--- config.mk ---
export PLATFORM = sky130hd
export DESIGN_NAME = cl_bank_sched
export DESIGN_NICKNAME = d
export VERILOG_FILES = /design/src/rtl/cl_bank_sched.sv
export SDC_FILE = /design/constraint.sdc
export NUM_CORES = 1
export LEC_CHECK = 0
export ABC_AREA = 1
export CAP_MARGIN = 20
export CORE_MARGIN = 2
export CORE_UTILIZATION = 35
export CTS_CLUSTER_DIAMETER = 80
export DETAILED_ROUTE_END_ITERATION = 8
export HOLD_SLACK_MARGIN = 0.06
export PLACE_DENSITY = 0.64
export SETUP_SLACK_MARGIN = 0.5
export SLEW_MARGIN = 15
export SYNTH_ARGS = -nofsm -noshare
export SYNTH_HDL_FRONTEND = slang
export SYNTH_SLANG_ARGS = --single-unit
export TNS_END_PERCENT = 20
--- constraint.sdc ---
create_clock -name CCLK -period 3.2 [get_ports CCLK]
set_clock_uncertainty 0.15 [all_clocks]
set_input_delay 0.64 -clock CCLK [delete_from_list [all_inputs] [get_ports CCLK]]
set_output_delay 0.64 -clock CCLK [all_outputs]
set_load 0.01 [all_outputs]
--- src/rtl/cl_bank_sched.sv ---
// ---------------------------------------------------------------------------
// cl_bank_sched
//   Frame/line sequencer for the Camera Link capture path. Produces the row
//   address, line-bitmap clear pulse and per-bank write strobes for an A/B
//   ping-pong frame store. It also arbitrates the two banks between the
//   capture writer and a single downstream reader. The writer always owns one
//   bank, and the reader is handed the most recently completed frame.
//
// Parameters
//   ADDR_WIDTH  width of the row address / row counter
//   MAX_ROWS    rows stored per frame; lines beyond this are not written
//   CNT_WIDTH   statistics counter width (exists only with CL_BANK_STATS_EN)
//
// Ports
//   CCLK        camera pixel clock, rising edge
//   RST         synchronous active-high reset
//   iVSYNC      frame valid from the CL receiver
//   iDE         line valid from the CL receiver
//   iRD_REQ     reader requests a completed frame (level)
//   iRD_DONE    reader releases its granted bank (1-cycle pulse)
//   oWR_ROW     row address for the line being written
//   oCLR        1-cycle pulse, clear line bitmap before the line starts
//   oWEA/oWEB   1-cycle write strobes for bank A / bank B
//   oRD_GNT     level, reader owns bank oRD_SEL
//   oRD_SEL     bank granted to the reader (0=A, 1=B)
//   oFRAME_RDY  level, a completed and ungranted frame is waiting
//   oDROP       1-cycle pulse, a completed frame was discarded
//   oOVF        sticky per frame, line count exceeded MAX_ROWS
//
// Build option
//   CL_BANK_STATS_EN : adds oFRAME_CNT (commits) and oDROP_CNT (drops),
//                      both CNT_WIDTH bits wide and wrapping.
// ---------------------------------------------------------------------------
module cl_bank_sched #(
  parameter int ADDR_WIDTH = 11,
  parameter int MAX_ROWS   = 480
`ifdef CL_BANK_STATS_EN
  ,
  parameter int CNT_WIDTH  = 16
`endif
) (
  input  logic                  CCLK,
  input  logic                  RST,
  input  logic                  iVSYNC,
  input  logic                  iDE,
  input  logic                  iRD_REQ,
  input  logic                  iRD_DONE,
  output logic [ADDR_WIDTH-1:0] oWR_ROW,
  output logic                  oCLR,
  output logic                  oWEA,
  output logic                  oWEB,
  output logic                  oRD_GNT,
  output logic                  oRD_SEL,
  output logic                  oFRAME_RDY,
  output logic                  oDROP,
  output logic                  oOVF
`ifdef CL_BANK_STATS_EN
  ,
  output logic [CNT_WIDTH-1:0]  oFRAME_CNT,
  output logic [CNT_WIDTH-1:0]  oDROP_CNT
`endif
);

  localparam logic [ADDR_WIDTH-1:0] ROW_LIMIT = ADDR_WIDTH'(MAX_ROWS);

  typedef enum logic [1:0] {
    W_IDLE,
    W_FRAME,
    W_COMMIT
  } wr_state_t;

  typedef enum logic {
    R_IDLE,
    R_GRANT
  } rd_state_t;

  wr_state_t wr_state, wr_next;
  rd_state_t rd_state, rd_next;

  logic vs_q, vs_qq;
  logic de_q, de_qq;
  logic wr_bank;
  logic ready;

  logic vs_rise, vs_fall, de_rise, de_fall;
  logic frame_start, line_start, line_end, line_fits;
  logic commit, drop_now, grant_take, grant_release;

  // Input sampling. The VSYNC pair resets to "high" so that a frame already
  // in progress when reset is released cannot look like a fresh rise; the
  // writer only restarts after VSYNC has been seen low and then high again.
  always_ff @(posedge CCLK) begin
    if (RST) begin
      vs_q  <= 1'b1;
      vs_qq <= 1'b1;
      de_q  <= 1'b0;
      de_qq <= 1'b0;
    end else begin
      vs_q  <= iVSYNC;
      vs_qq <= vs_q;
      de_q  <= iDE;
      de_qq <= de_q;
    end
  end

  // Edge decode and event qualification. A VSYNC fall takes priority over
  // any DE edge in the same cycle, so a line cut short by end-of-frame never
  // produces a clear or a write strobe.
  always_comb begin
    vs_rise       = vs_q & ~vs_qq;
    vs_fall       = ~vs_q & vs_qq;
    de_rise       = de_q & ~de_qq;
    de_fall       = ~de_q & de_qq;
    frame_start   = (wr_state == W_IDLE) && vs_rise;
    line_start    = (wr_state == W_FRAME) && de_rise && !vs_fall;
    line_end      = (wr_state == W_FRAME) && de_fall && !vs_fall;
    line_fits     = (oWR_ROW < ROW_LIMIT);
    commit        = (wr_state == W_COMMIT);
    drop_now      = commit && ((rd_state == R_GRANT) || ready);
    grant_take    = (rd_state == R_IDLE) && iRD_REQ && ready && !commit;
    grant_release = (rd_state == R_GRANT) && iRD_DONE;
  end

  // Writer FSM
  always_ff @(posedge CCLK) begin
    if (RST) begin
      wr_state <= W_IDLE;
    end else begin
      wr_state <= wr_next;
    end
  end

  always_comb begin
    wr_next = wr_state;
    case (wr_state)
      W_IDLE:   if (vs_rise) wr_next = W_FRAME;
      W_FRAME:  if (vs_fall) wr_next = W_COMMIT;
      W_COMMIT: wr_next = W_IDLE;
      default:  wr_next = W_IDLE;
    endcase
  end

  // Reader FSM
  always_ff @(posedge CCLK) begin
    if (RST) begin
      rd_state <= R_IDLE;
    end else begin
      rd_state <= rd_next;
    end
  end

  always_comb begin
    rd_next = rd_state;
    case (rd_state)
      R_IDLE:  if (grant_take) rd_next = R_GRANT;
      R_GRANT: if (grant_release) rd_next = R_IDLE;
      default: rd_next = R_IDLE;
    endcase
  end

  // Line sequencing: strobes are registered, the row advances on the cycle
  // after its strobe so the strobe and its row address are seen together.
  always_ff @(posedge CCLK) begin
    if (RST) begin
      oWR_ROW <= '0;
      oCLR    <= 1'b0;
      oWEA    <= 1'b0;
      oWEB    <= 1'b0;
      oOVF    <= 1'b0;
    end else begin
      oCLR <= line_start;
      oWEA <= line_end && line_fits && !wr_bank;
      oWEB <= line_end && line_fits && wr_bank;
      if (frame_start) begin
        oWR_ROW <= '0;
        oOVF    <= 1'b0;
      end else begin
        if (oWEA || oWEB) begin
          oWR_ROW <= oWR_ROW + ADDR_WIDTH'(1);
        end
        if (line_end && !line_fits) begin
          oOVF <= 1'b1;
        end
      end
    end
  end

  // Bank ownership. A commit with an idle reader publishes the new frame by
  // swapping banks; with the reader busy the new frame is thrown away and
  // the writer keeps overwriting the same bank.
  always_ff @(posedge CCLK) begin
    if (RST) begin
      wr_bank <= 1'b0;
      ready   <= 1'b0;
      oDROP   <= 1'b0;
      oRD_SEL <= 1'b0;
      oRD_GNT <= 1'b0;
    end else begin
      oDROP   <= drop_now;
      oRD_GNT <= (rd_next == R_GRANT);
      if (commit && (rd_state == R_IDLE)) begin
        wr_bank <= ~wr_bank;
        ready   <= 1'b1;
      end else if (grant_take) begin
        ready <= 1'b0;
      end
      if (grant_take) begin
        oRD_SEL <= ~wr_bank;
      end
    end
  end

  assign oFRAME_RDY = ready;

`ifdef CL_BANK_STATS_EN
  always_ff @(posedge CCLK) begin
    if (RST) begin
      oFRAME_CNT <= '0;
      oDROP_CNT  <= '0;
    end else begin
      if (commit) begin
        oFRAME_CNT <= oFRAME_CNT + CNT_WIDTH'(1);
      end
      if (drop_now) begin
        oDROP_CNT <= oDROP_CNT + CNT_WIDTH'(1);
      end
    end
  end
`endif

endmodule

==> summary.txt, run 1 <==
final wirelength - 2109 um
global-route wire length before repair - 3663 um
Final Slew Violations - 0
Final #Nets - 181
Syn Inst Count - 146
Final period util - 66.73%
FF-to-FF path depth - 7
# rows - 20
Post-synth top flop - dfxtp_1
area growth from synthesis to final layout - 30.82%
slew of the pin with the lowest slew margin - 0.3200 ns
Final Setup Violations - 0
CP max FO - 5
H-tree Lvls - 1
Placer Congestion - 0.8657
post-route minimum period - 2.135 ns
HP Class - flip-flop to flip-flop
WL met1 - 954 um
CP max stage delay - 0.57 ns
Critical-path top delay cell - clkdlybuf4s50_1
Synth Register Bits - 26
largest reg by FF count - oWR_ROW
CP delay by family, top - buffers and inverters
P_leak - 0.5267 nW
Port-buffer cells - 24
R2R Setup Slk - 1.84 ns
initial drt markers - 37
r2r endpoint - oWR_ROW[10]$_SDFFE_PP0P_
Yosys warning count - 0
CTS tree - done
post-cts resize count - 0
Switch Pwr - 115.8 uW
Max IR drop VDD - 335.5 uV
die area - 3645 um2
post-synthesis cell area - 1112 um2
Final ANT Viol Nets - 0
WL per Instance - 9.719 um
synthesized area per cell - 7.619 um2
FILL cells - 290
vias in the first global route - 890
Top Metal Used - met4
Cell variety after synth - 23
Clk pin slew, worst setup/hold paths - 0.14 ns
Max Cap Viol - 0
hold worst-path end - oWEA$_SDFF_PP0_
crit path setup slack, layout - 1.065 ns
Net Sw Frac - 19.95%
Largest regs - oWR_ROW x11, wr_state x2
Internal - 464.7 uW
Antenna Cells - 0
crit path cell chain - clkdlybuf4s50_1
status - finished, final reports clean
Initial DRT Pass Iterations - 6
die width - 60.38 um
DR vias/cell - 4.410
Clk Latency, worst-skew pair - 0.32 ns
FF-to-FF Start - oWR_ROW[0]$_SDFFE_PP0P_
total track usage - 13.07%
Post-route DRC - 0
logic gate share of total power - 4.2%
Vias - 957
fmax - 468.3 MHz
RSZ-0062 raised after global routing - false
hold_sp - wr_bank$_SDFFE_PP0P_
EDFF count, synth - 0
worst hold path depth - 1
clk root buf - clkbuf_4
dpl hpwl - 1656 um
total grt overflow - 0
Core Footprint - 3028 um2
DR WL met3 - 100 um
max reg flops - 11
FFs w/ async S/R, synth - 0%
part of the Yosys area used for sequential elements - 46.79%
Top Ports - 25
CP bufs+invs - 1
ratio of cells with drive above 1 in the final layout - 17.34%
P per Cell Area - 398.9 nW/um2
antenna violations before repair - 0
Synth Net Count - 153
multi-input logic area - 515.5 um2
critical path type - flip-flop to primary output
CP Capture Type - primary output
met2 routed WL - 1041 um
hold-fix buffers at CTS - 0
maximum clock path buffer count - 2
Fin Setup TNS - 0 ns
largest net degree at the start of global routing - 16
Initial Utilization - 36.74%
chip height - 60.38 um
Worst Path Required - 2.41 ns
Post-CTS Repair Setup Buffers - 0
Setup WS pre-CTS - 1.194 ns
cts bufs inserted - 3
clock sink count - 26
Critical Path AT - 1.35 ns
sequential cell area - 520.5 um2
startpoint types - flip-flop
Flop pwr share - 56.7%
Final Hold Viols - 0
Slew headroom - 78.60%
Clock power frac - 39.1%
-- metal layers --
layer,track usage (%),up-vias
met3,4.051,2
met4,2.222,0
met5,0,-
li1,-,516
met1,16.47,414
met2,22.36,25
-- cell usage in the layout, fill, tap and decap left out --
cell type / count
nor2_4: 2
nand2_1: 26
or2_2: 1
nor4_1: 2
clkbuf_4: 3
inv_1: 12
nand2_2: 3
nand3_2: 3
nand4_1: 2
o21bai_1: 1
inv_2: 7
nand3b_1: 1
nand3_1: 6
xor2_1: 1
clkdlybuf4s50_1: 24
nor3_1: 3
ha_1: 1
nor2_2: 8
nor2_1: 23
a21oi_1: 10
bufinv_16: 1
nand2_4: 2
dfxtp_1: 26
o21ai_1: 3
o21ai_0: 2
-- worst max path at each step --
| stage | from | to | cells past startpoint |
|---|---|---|---|
| 6_report | oWR_ROW[2]$_SDFFE_PP0P_ | oWR_ROW[2] | 1 |
| 3_3_place_gp | RST | oWR_ROW[5]$_SDFFE_PP0P_ | 6 |
| 3_5_place_dp | RST | oWR_ROW[7]$_SDFFE_PP0P_ | 6 |
| 2_1_floorplan | RST | oWR_ROW[5]$_SDFFE_PP0P_ | 6 |
| 5_1_grt | oWEA$_SDFF_PP0_ | oWEA | 1 |
| 4_1_cts | oWEA$_SDFF_PP0_ | oWEA | 1 |
-- synth_stat cells, types with 2 or more instances --
| library cell | number | area share (%) |
|---|---|---|
| nand3_2 | 3 | 2.7 |
| nor2_2 | 8 | 4.5 |
| nand2_1 | 26 | 8.8 |
| inv_2 | 7 | 2.4 |
| nand4_1 | 2 | 1.1 |
| o21ai_1 | 3 | 1.3 |
| nand3_1 | 6 | 2.7 |
| nand2_2 | 3 | 1.7 |
| o21ai_0 | 2 | 0.90 |
| inv_1 | 12 | 4.0 |
| nor4_1 | 2 | 1.1 |
| nor2_1 | 23 | 7.8 |
| a21oi_1 | 10 | 4.5 |
| dfxtp_1 | 26 | 47 |
| nor3_1 | 3 | 1.3 |
| nand2_4 | 2 | 2.0 |
| nor2_4 | 2 | 2.0 |
-- metrics by stage --
| stage | utilization [%] | area [um2] | power [mW] | instances | hold WS [ns] |
|---|---|---|---|---|---|
| finish | 48.06 | 1455 | 0.5805 | 217 | 0.2708 |
| global route | 48.06 | 1455 | 0.6033 | 217 | 0.3088 |
| CTS | 48.06 | 1455 | 0.5845 | 217 | 0.2743 |
| detailed placement | 46.32 | 1403 | 0.3604 | 213 | 0.2537 |
| global placement | 46.32 | 1403 | 0.3598 | 213 | 0.2503 |
| floorplan | - | 1112 | 0.3512 | 146 | 0.2422 |
-- worst register-to-register path: cells and delay by family (launching register included) --
kind	cells	cell delay (ns)
adder cells (fa/ha/maj)	1	0.23
flip-flops	1	0.43
AND/OR/NAND/NOR	6	0.51
-- final cells by class --
cell class,count,area share [%]
Sequential cell,26,35.77
Multi-Input combinational cell,100,35.43
Timing Repair Buffer,24,16.51
Inverter,19,4.901
Tap cell,44,3.783
Clock inverter,1,2.064
Clock buffer,3,1.548
-- power by group through the flow --
stage / Sequential [mW] / Combinational (mW) / Clock, mW
floorplan: 0.336 / 0.0154 / 0
global placement: 0.336 / 0.0239 / 0
detailed placement: 0.336 / 0.0244 / 0
CTS: 0.329 / 0.0246 / 0.231
global route: 0.330 / 0.0278 / 0.246
finish: 0.329 / 0.0245 / 0.227
-- logic make-up after synthesis --
kind of cell | count (synthesis) | synth area share (%)
AO/OA/AOI/OAI | 16 | 7.424
adder cells (fa/ha/maj) | 1 | 1.125
flip-flops | 26 | 46.79
buffers and inverters | 20 | 6.861
XOR/XNOR | 1 | 0.7875
AND/OR/NAND/NOR | 82 | 37.01
(Power assumes the default switching activity.)
==> inputs of run 2 (changes only) <==
==> constraint.sdc (replaced) <==
create_clock -name CCLK -period 2.1 [get_ports CCLK]
set_clock_uncertainty 0.15 [all_clocks]
set_input_delay 0.42 -clock CCLK [delete_from_list [all_inputs] [get_ports CCLK]]
set_output_delay 0.42 -clock CCLK [all_outputs]
set_load 0.01 [all_outputs]
==> run 2 against run 1 <==
Via count rose by 1.8%. Die area did not move. Final area rose by 1.1%. Critical path depth did not move. Combinational power rose by 56%. Worst hold slack got worse by 0.0033 ns. First-iteration DRC count fell by 8.1%. Utilization rose by 0.54 points. Largest cell class unchanged.
==> summary.txt, run 2 (synthesis results as in run 1) <==
fin cells - 217 (unchanged)
Fin Hold WS - 0.2675 ns (-0.003282 ns)
Net Sw Frac - 22.10% (+2.2 points)
clock sink count - 26 (unchanged)
DR vias/cell - 4.488 (+1.8%)
HP Class - flip-flop to flip-flop
final wirelength - 2134 um (+1.2%)
Vias - 974 (+1.8%)
startpoint types - flip-flop
die width - 60.38 um (unchanged)
Final ANT Viol Nets - 0 (unchanged)
Antenna Cells - 0 (unchanged)
Flop pwr share - 66.8% (+10 points)
DR WL met3 - 79 um (-21%)
Placer Congestion - 0.9090 (+5.0%)
Internal - 574.0 uW (+24%)
WL met1 - 982 um (+2.9%)
clk root buf - clkbuf_4
Final #Nets - 182 (+0.55%)
Clk Latency, worst-skew pair - 0.32 ns (about the same)
Placed Cells incl. Taps - 214 (+0.47%)
Final Slew Violations - 0 (unchanged)
post-route minimum period - 1.822 ns
Slew headroom - 85.28% (+6.7 points)
critical path type - flip-flop to primary output
CP max stage delay - 0.53 ns (-0.04 ns)
CP Capture Type - primary output
Final Setup Violations - 0 (unchanged)
global-route wire length before repair - 3532 um (-3.6%)
most common cell after layout, fill and taps aside - nand2_1
Final period util - 86.77%
# rows - 20 (unchanged)
total grt overflow - 0 (unchanged)
Top Metal Used - met3
Initial Utilization - 36.74% (unchanged)
Core Footprint - 3028 um2 (unchanged)
CP bufs+invs - 1 (unchanged)
Switch Pwr - 162.9 uW (+41%)
total track usage - 12.41% (-0.66 points)
met2 routed WL - 1072 um (+3.0%)
CTS tree - done
crit path setup slack, layout - 0.2778 ns (-0.7868 ns)
fmax - 548.8 MHz
CP delay by family, top - buffers and inverters
area growth from synthesis to final layout - 32.28%
die area - 3645 um2 (unchanged)
Max IR drop VDD - 339.7 uV (+1.3%)
Initial DRT Pass Iterations - 4 (-2)
vias in the first global route - 901 (+1.2%)
Clock power frac - 28.0% (-11 points)
largest reg by FF count - oWR_ROW
CP max FO - 5 (unchanged)
Fin Setup TNS - 0 ns (unchanged)
Post-route DRC - 0 (unchanged)
ratio of cells with drive above 1 in the final layout - 25.43% (+8.1 points)
cts bufs inserted - 3 (unchanged)
commonest non-fill, non-tap cells in the layout - nand2_1, nor2_1, clkdlybuf4s50_1
slew of the pin with the lowest slew margin - 0.2203 ns (-0.09970 ns)
Clk pin slew, worst setup/hold paths - 0.14 ns (about the same)
max reg flops - 11 (unchanged)
P per Cell Area - 500.8 nW/um2 (+26%)
antenna violations before repair - 0 (unchanged)
P_leak - 0.5975 nW (+13%)
H-tree Lvls - 1 (unchanged)
Max Cap Viol - 0 (unchanged)
dpl hpwl - 1603 um (-3.2%)
status - finished, final reports clean
Critical-path top delay cell - clkdlybuf4s50_1
initial drt markers - 34 (-8.1%)
Final Hold Viols - 0 (unchanged)
RSZ-0062 raised after global routing - true
largest net degree at the start of global routing - 14 (-2)
Critical Path AT - 1.25 ns (-0.10 ns)
Final Power - 736.9 uW (+27%)
Top Ports - 25 (unchanged)
Worst Path Required - 1.53 ns (-0.88 ns)
R2R Setup Slk - 0.81 ns (-1.03 ns)
logic gate share of total power - 5.2% (+1.0 points)
Port-buffer cells - 24 (unchanged)
Largest regs - oWR_ROW x11, wr_state x2
chip height - 60.38 um (unchanged)
maximum clock path buffer count - 2 (unchanged)
Setup WS pre-CTS - 0.4946 ns (-0.6991 ns)
crit path cell chain - clkdlybuf4s50_1
WL per Instance - 9.834 um (+1.2%)
[run 2: cell count changes in the layout (fill, tap and decap cells not counted)]
cell / previous run / this run
buf_4: 0 / 1
bufinv_16: 1 / 0
clkdlybuf4s50_1: 24 / 18
dfxtp_1: 26 / 12
dfxtp_2: 0 / 7
dfxtp_4: 0 / 7
dlygate4sd2_1: 0 / 3
dlymetal6s2s_1: 0 / 3
[run 2: per-stage QoR]
step / area (um2) / util [%]
floorplan: 1112 / -
global placement: 1410 / 46.57
detailed placement: 1410 / 46.57
CTS: 1456 / 48.10
global route: 1471 / 48.60
finish: 1471 / 48.60
[run 2: final cells by class]
class	count	area, um2
well taps	44	55.05
clock buffers	3	22.52
flip-flops and latches	26	555.5
multi-input cells	100	515.5
repair buffers	25	251.5
fillers	311	1556
inverters	19	71.32
[run 2: metal layers]
layer | track usage, % | vias to the layer above
li1 | - | 518
met5 | 0 | -
met3 | 3.838 | 0
met4 | 1.270 | 0
met1 | 14.36 | 436
met2 | 23.14 | 20
[run 2: what timing repair did]
action | 4_1_cts | 5_1_grt
setup endpoints to repair | 19 | 16
buffers inserted | 0 | 0
gates resized for setup | 21 | 6
hold buffers | 0 | 0
[run 2: path summary, 6_finish.rpt]
| kind | depth (start not counted) | startpoint | end |
|---|---|---|---|
| hold reg to reg | 1 | wr_bank$_SDFFE_PP0P_ | oWEA$_SDFF_PP0_ |
| setup / recovery | 1 | oWR_ROW[3]$_SDFFE_PP0P_ | oWR_ROW[3] |
| setup reg to reg | 7 | oWR_ROW[0]$_SDFFE_PP0P_ | oWR_ROW[10]$_SDFFE_PP0P_ |
| hold / removal | 1 | wr_bank$_SDFFE_PP0P_ | oWEA$_SDFF_PP0_ |
[run 2: power groups by stage]
stage | Clock (mW) | Sequential, mW | Combinational [mW]
floorplan | 0 | 0.512 | 0.0234
global placement | 0 | 0.512 | 0.0380
detailed placement | 0 | 0.512 | 0.0386
CTS | 0.219 | 0.496 | 0.0386
global route | 0.235 | 0.493 | 0.0429
finish | 0.207 | 0.492 | 0.0383
==> inputs of run 3 (changes only) <==
--- a/config.mk
+++ b/config.mk
@@ -11,6 +11,7 @@
 export CORE_UTILIZATION = 35
 export CTS_CLUSTER_DIAMETER = 80
 export DETAILED_ROUTE_END_ITERATION = 8
+export GPL_TIMING_DRIVEN = 0
 export HOLD_SLACK_MARGIN = 0.06
 export PLACE_DENSITY = 0.64
 export SETUP_SLACK_MARGIN = 0.5
==> run 3 against run 2 <==
Total power is 19% higher. Count of clock-buffer cells in the layout stayed put. Worst setup slack worse by 0.017 ns. Routed wire length fell by 1.2%. Flip-flop and latch count stayed put. Worst hold slack lost 0.056 ns. Final area rose by 1.0%. Fmax decreased by 0.94%. Via count shrank 0.10%. Clock power is 69% higher.
==> summary.txt, run 3 (synthesis results as in run 1) <==
dpl hpwl - 1605 um (about the same)
Internal - 699.2 uW (+22%)
Final #Nets - 181 (-0.55%)
Top Ports - 25 (unchanged)
DR vias/cell - 4.484 (-0.10%)
status - finished, final reports clean
area growth from synthesis to final layout - 33.63%
Final Slew Violations - 0 (unchanged)
Fin Hold WS - 0.2114 ns (-0.05608 ns)
Clk pin slew, worst setup/hold paths - 0.15 ns (about the same)
CP Capture Type - primary output
crit path setup slack, layout - 0.2605 ns (-0.01730 ns)
total track usage - 13.39% (+0.99 points)
vias in the first global route - 900 (-0.11%)
P_leak - 0.6066 nW (+1.5%)
Critical-path top delay cell - clkdlybuf4s50_1
final wirelength - 2108 um (-1.2%)
Post-route DRC - 0 (unchanged)
post-route minimum period - 1.839 ns (+0.01730 ns)
total grt overflow - 0 (unchanged)
initial drt markers - 30 (-12%)
Antenna Cells - 0 (unchanged)
Flop pwr share - 56.1% (-11 points)
FF-to-FF path depth - 7 (unchanged)
HP Class - input port to flip-flop
Core Footprint - 3028 um2 (unchanged)
RSZ-0062 raised after global routing - true
WL met1 - 936 um (-4.7%)
die area - 3645 um2 (unchanged)
clk root buf - clkbuf_4
CP bufs+invs - 1 (unchanged)
Initial Utilization - 36.74% (unchanged)
commonest non-fill, non-tap cells in the layout - nand2_1, nor2_1, clkdlybuf4s50_1
Worst Path Required - 1.53 ns (about the same)
Clock power frac - 39.7% (+12 points)
met2 routed WL - 1063 um (-0.84%)
Initial DRT Pass Iterations - 4 (unchanged)
Placer Congestion - 0.8517 (-6.3%)
largest reg by FF count - oWR_ROW
P per Cell Area - 591.1 nW/um2 (+18%)
CTS tree - done
WL per Instance - 9.714 um (-1.2%)
max reg flops - 11 (unchanged)
Net Sw Frac - 20.42% (-1.7 points)
chip height - 60.38 um (unchanged)
Final ANT Viol Nets - 0 (unchanged)
Port-buffer cells - 23 (-4.2%)
Setup WS pre-CTS - 0.5550 ns (+0.06034 ns)
global-route wire length before repair - 3698 um (+4.7%)
Vias - 973 (-0.10%)
CP max FO - 5 (unchanged)
Slew headroom - 85.41% (+0.12 points)
H-tree Lvls - 1 (unchanged)
Top Metal Used - met3
# rows - 20 (unchanged)
Final period util - 87.59% (+0.82 points)
clock sink count - 26 (unchanged)
startpoint types - flip-flop
worst hold path depth - 2 (+1)
Final Setup Violations - 0 (unchanged)
crit path cell chain - clkdlybuf4s50_1
Final Hold Viols - 0 (unchanged)
largest net degree at the start of global routing - 16 (+2)
logic gate share of total power - 4.2% (-1.0 points)
Final Power - 878.7 uW (+19%)
Switch Pwr - 179.5 uW (+10%)
CP max stage delay - 0.55 ns (+0.02 ns)
maximum clock path buffer count - 2 (unchanged)
Max Cap Viol - 0 (unchanged)
most common cell after layout, fill and taps aside - nand2_1
ratio of cells with drive above 1 in the final layout - 26.01% (+0.58 points)
Clk Latency, worst-skew pair - 0.33 ns (about the same)
CP delay by family, top - buffers and inverters
antenna violations before repair - 0 (unchanged)
DR WL met3 - 108 um (+37%)
die width - 60.38 um (unchanged)
fmax - 543.6 MHz (-0.94%)
Max IR drop VDD - 364.3 uV (+7.3%)
Largest regs - oWR_ROW x11, wr_state x2
critical path type - flip-flop to primary output
slew of the pin with the lowest slew margin - 0.2184 ns (-0.001869 ns)
Fin Setup TNS - 0 ns (unchanged)
CP Depth - 1 (unchanged)
Critical Path AT - 1.27 ns (+0.02 ns)
cts bufs inserted - 3 (unchanged)
==> run 3: cell count changes in the layout (fill, tap and decap cells not counted) <==
cell and change:
dfxtp_2 +1, clkdlybuf4s50_1 -1, buf_2 +1, dfxtp_4 -1, buf_4 -1, bufinv_16 +1
==> run 3: worst paths after layout <==
| kind | start | endpoint | slack (ns) |
|---|---|---|---|
| setup reg to reg | oWR_ROW[0]$_SDFFE_PP0P_ | oWR_ROW[10]$_SDFFE_PP0P_ | 0.79 |
| setup / recovery | oWR_ROW[3]$_SDFFE_PP0P_ | oWR_ROW[3] | 0.26 |
| hold reg to reg | wr_bank$_SDFFE_PP0P_ | oWEA$_SDFF_PP0_ | 0.27 |
| hold / removal | RST | oFRAME_RDY$_SDFFE_PP0P_ | 0.21 |
==> run 3: per-layer routing <==
metal	global-route usage, %	vias to the layer above
met1	16.12	434
met4	2.857	0
met3	4.478	0
li1	-	519
met5	0	-
met2	23.29	20
==> run 3: worst register-to-register path, delay by kind of cell (launching register included) <==
| family | cells | cell delay [ns] |
|---|---|---|
| adders and majority gates | 1 | 0.21 |
| and+or+nand+nor | 6 | 0.50 |
| DFF | 1 | 0.40 |
==> run 3: layout make-up <==
type | instances | area, um2
Buffer | 1 | 5.005
Clock buffer | 3 | 22.52
Clock inverter | 1 | 30.03
Fill cell | 299 | 1541
Inverter | 19 | 71.32
Multi-Input combinational cell | 100 | 515.5
Sequential cell | 26 | 553.0
Tap cell | 44 | 55.05
Timing Repair Buffer | 23 | 234.0
==> run 3: timing repair <==
item / CTS / global route
setup buffers: 0 / 0
resized for setup: 22 / 4
setup endpoints to repair: 19 / 19
hold buffers: 0 / 0
==> run 3: power by group through the flow <==
stage / clock network [mW] / registers (mW) / logic (mW)
5_1_grt: 0.386 / 0.494 / 0.0421
4_1_cts: 0.365 / 0.495 / 0.0370
6_report: 0.349 / 0.493 / 0.0365
2_1_floorplan: 0 / 0.512 / 0.0234
3_5_place_dp: 0 / 0.512 / 0.0370
3_3_place_gp: 0 / 0.512 / 0.0362
==> run 3: metrics by stage <==
stage          std cells  instance area, um2  utilization [%]
5_1_grt              217                1486            49.09
2_1_floorplan        146                1112                -
4_1_cts              217                1476            48.76
3_5_place_dp         213                1398            46.16
6_report             217                1486            49.09
3_3_place_gp         213                1398            46.16
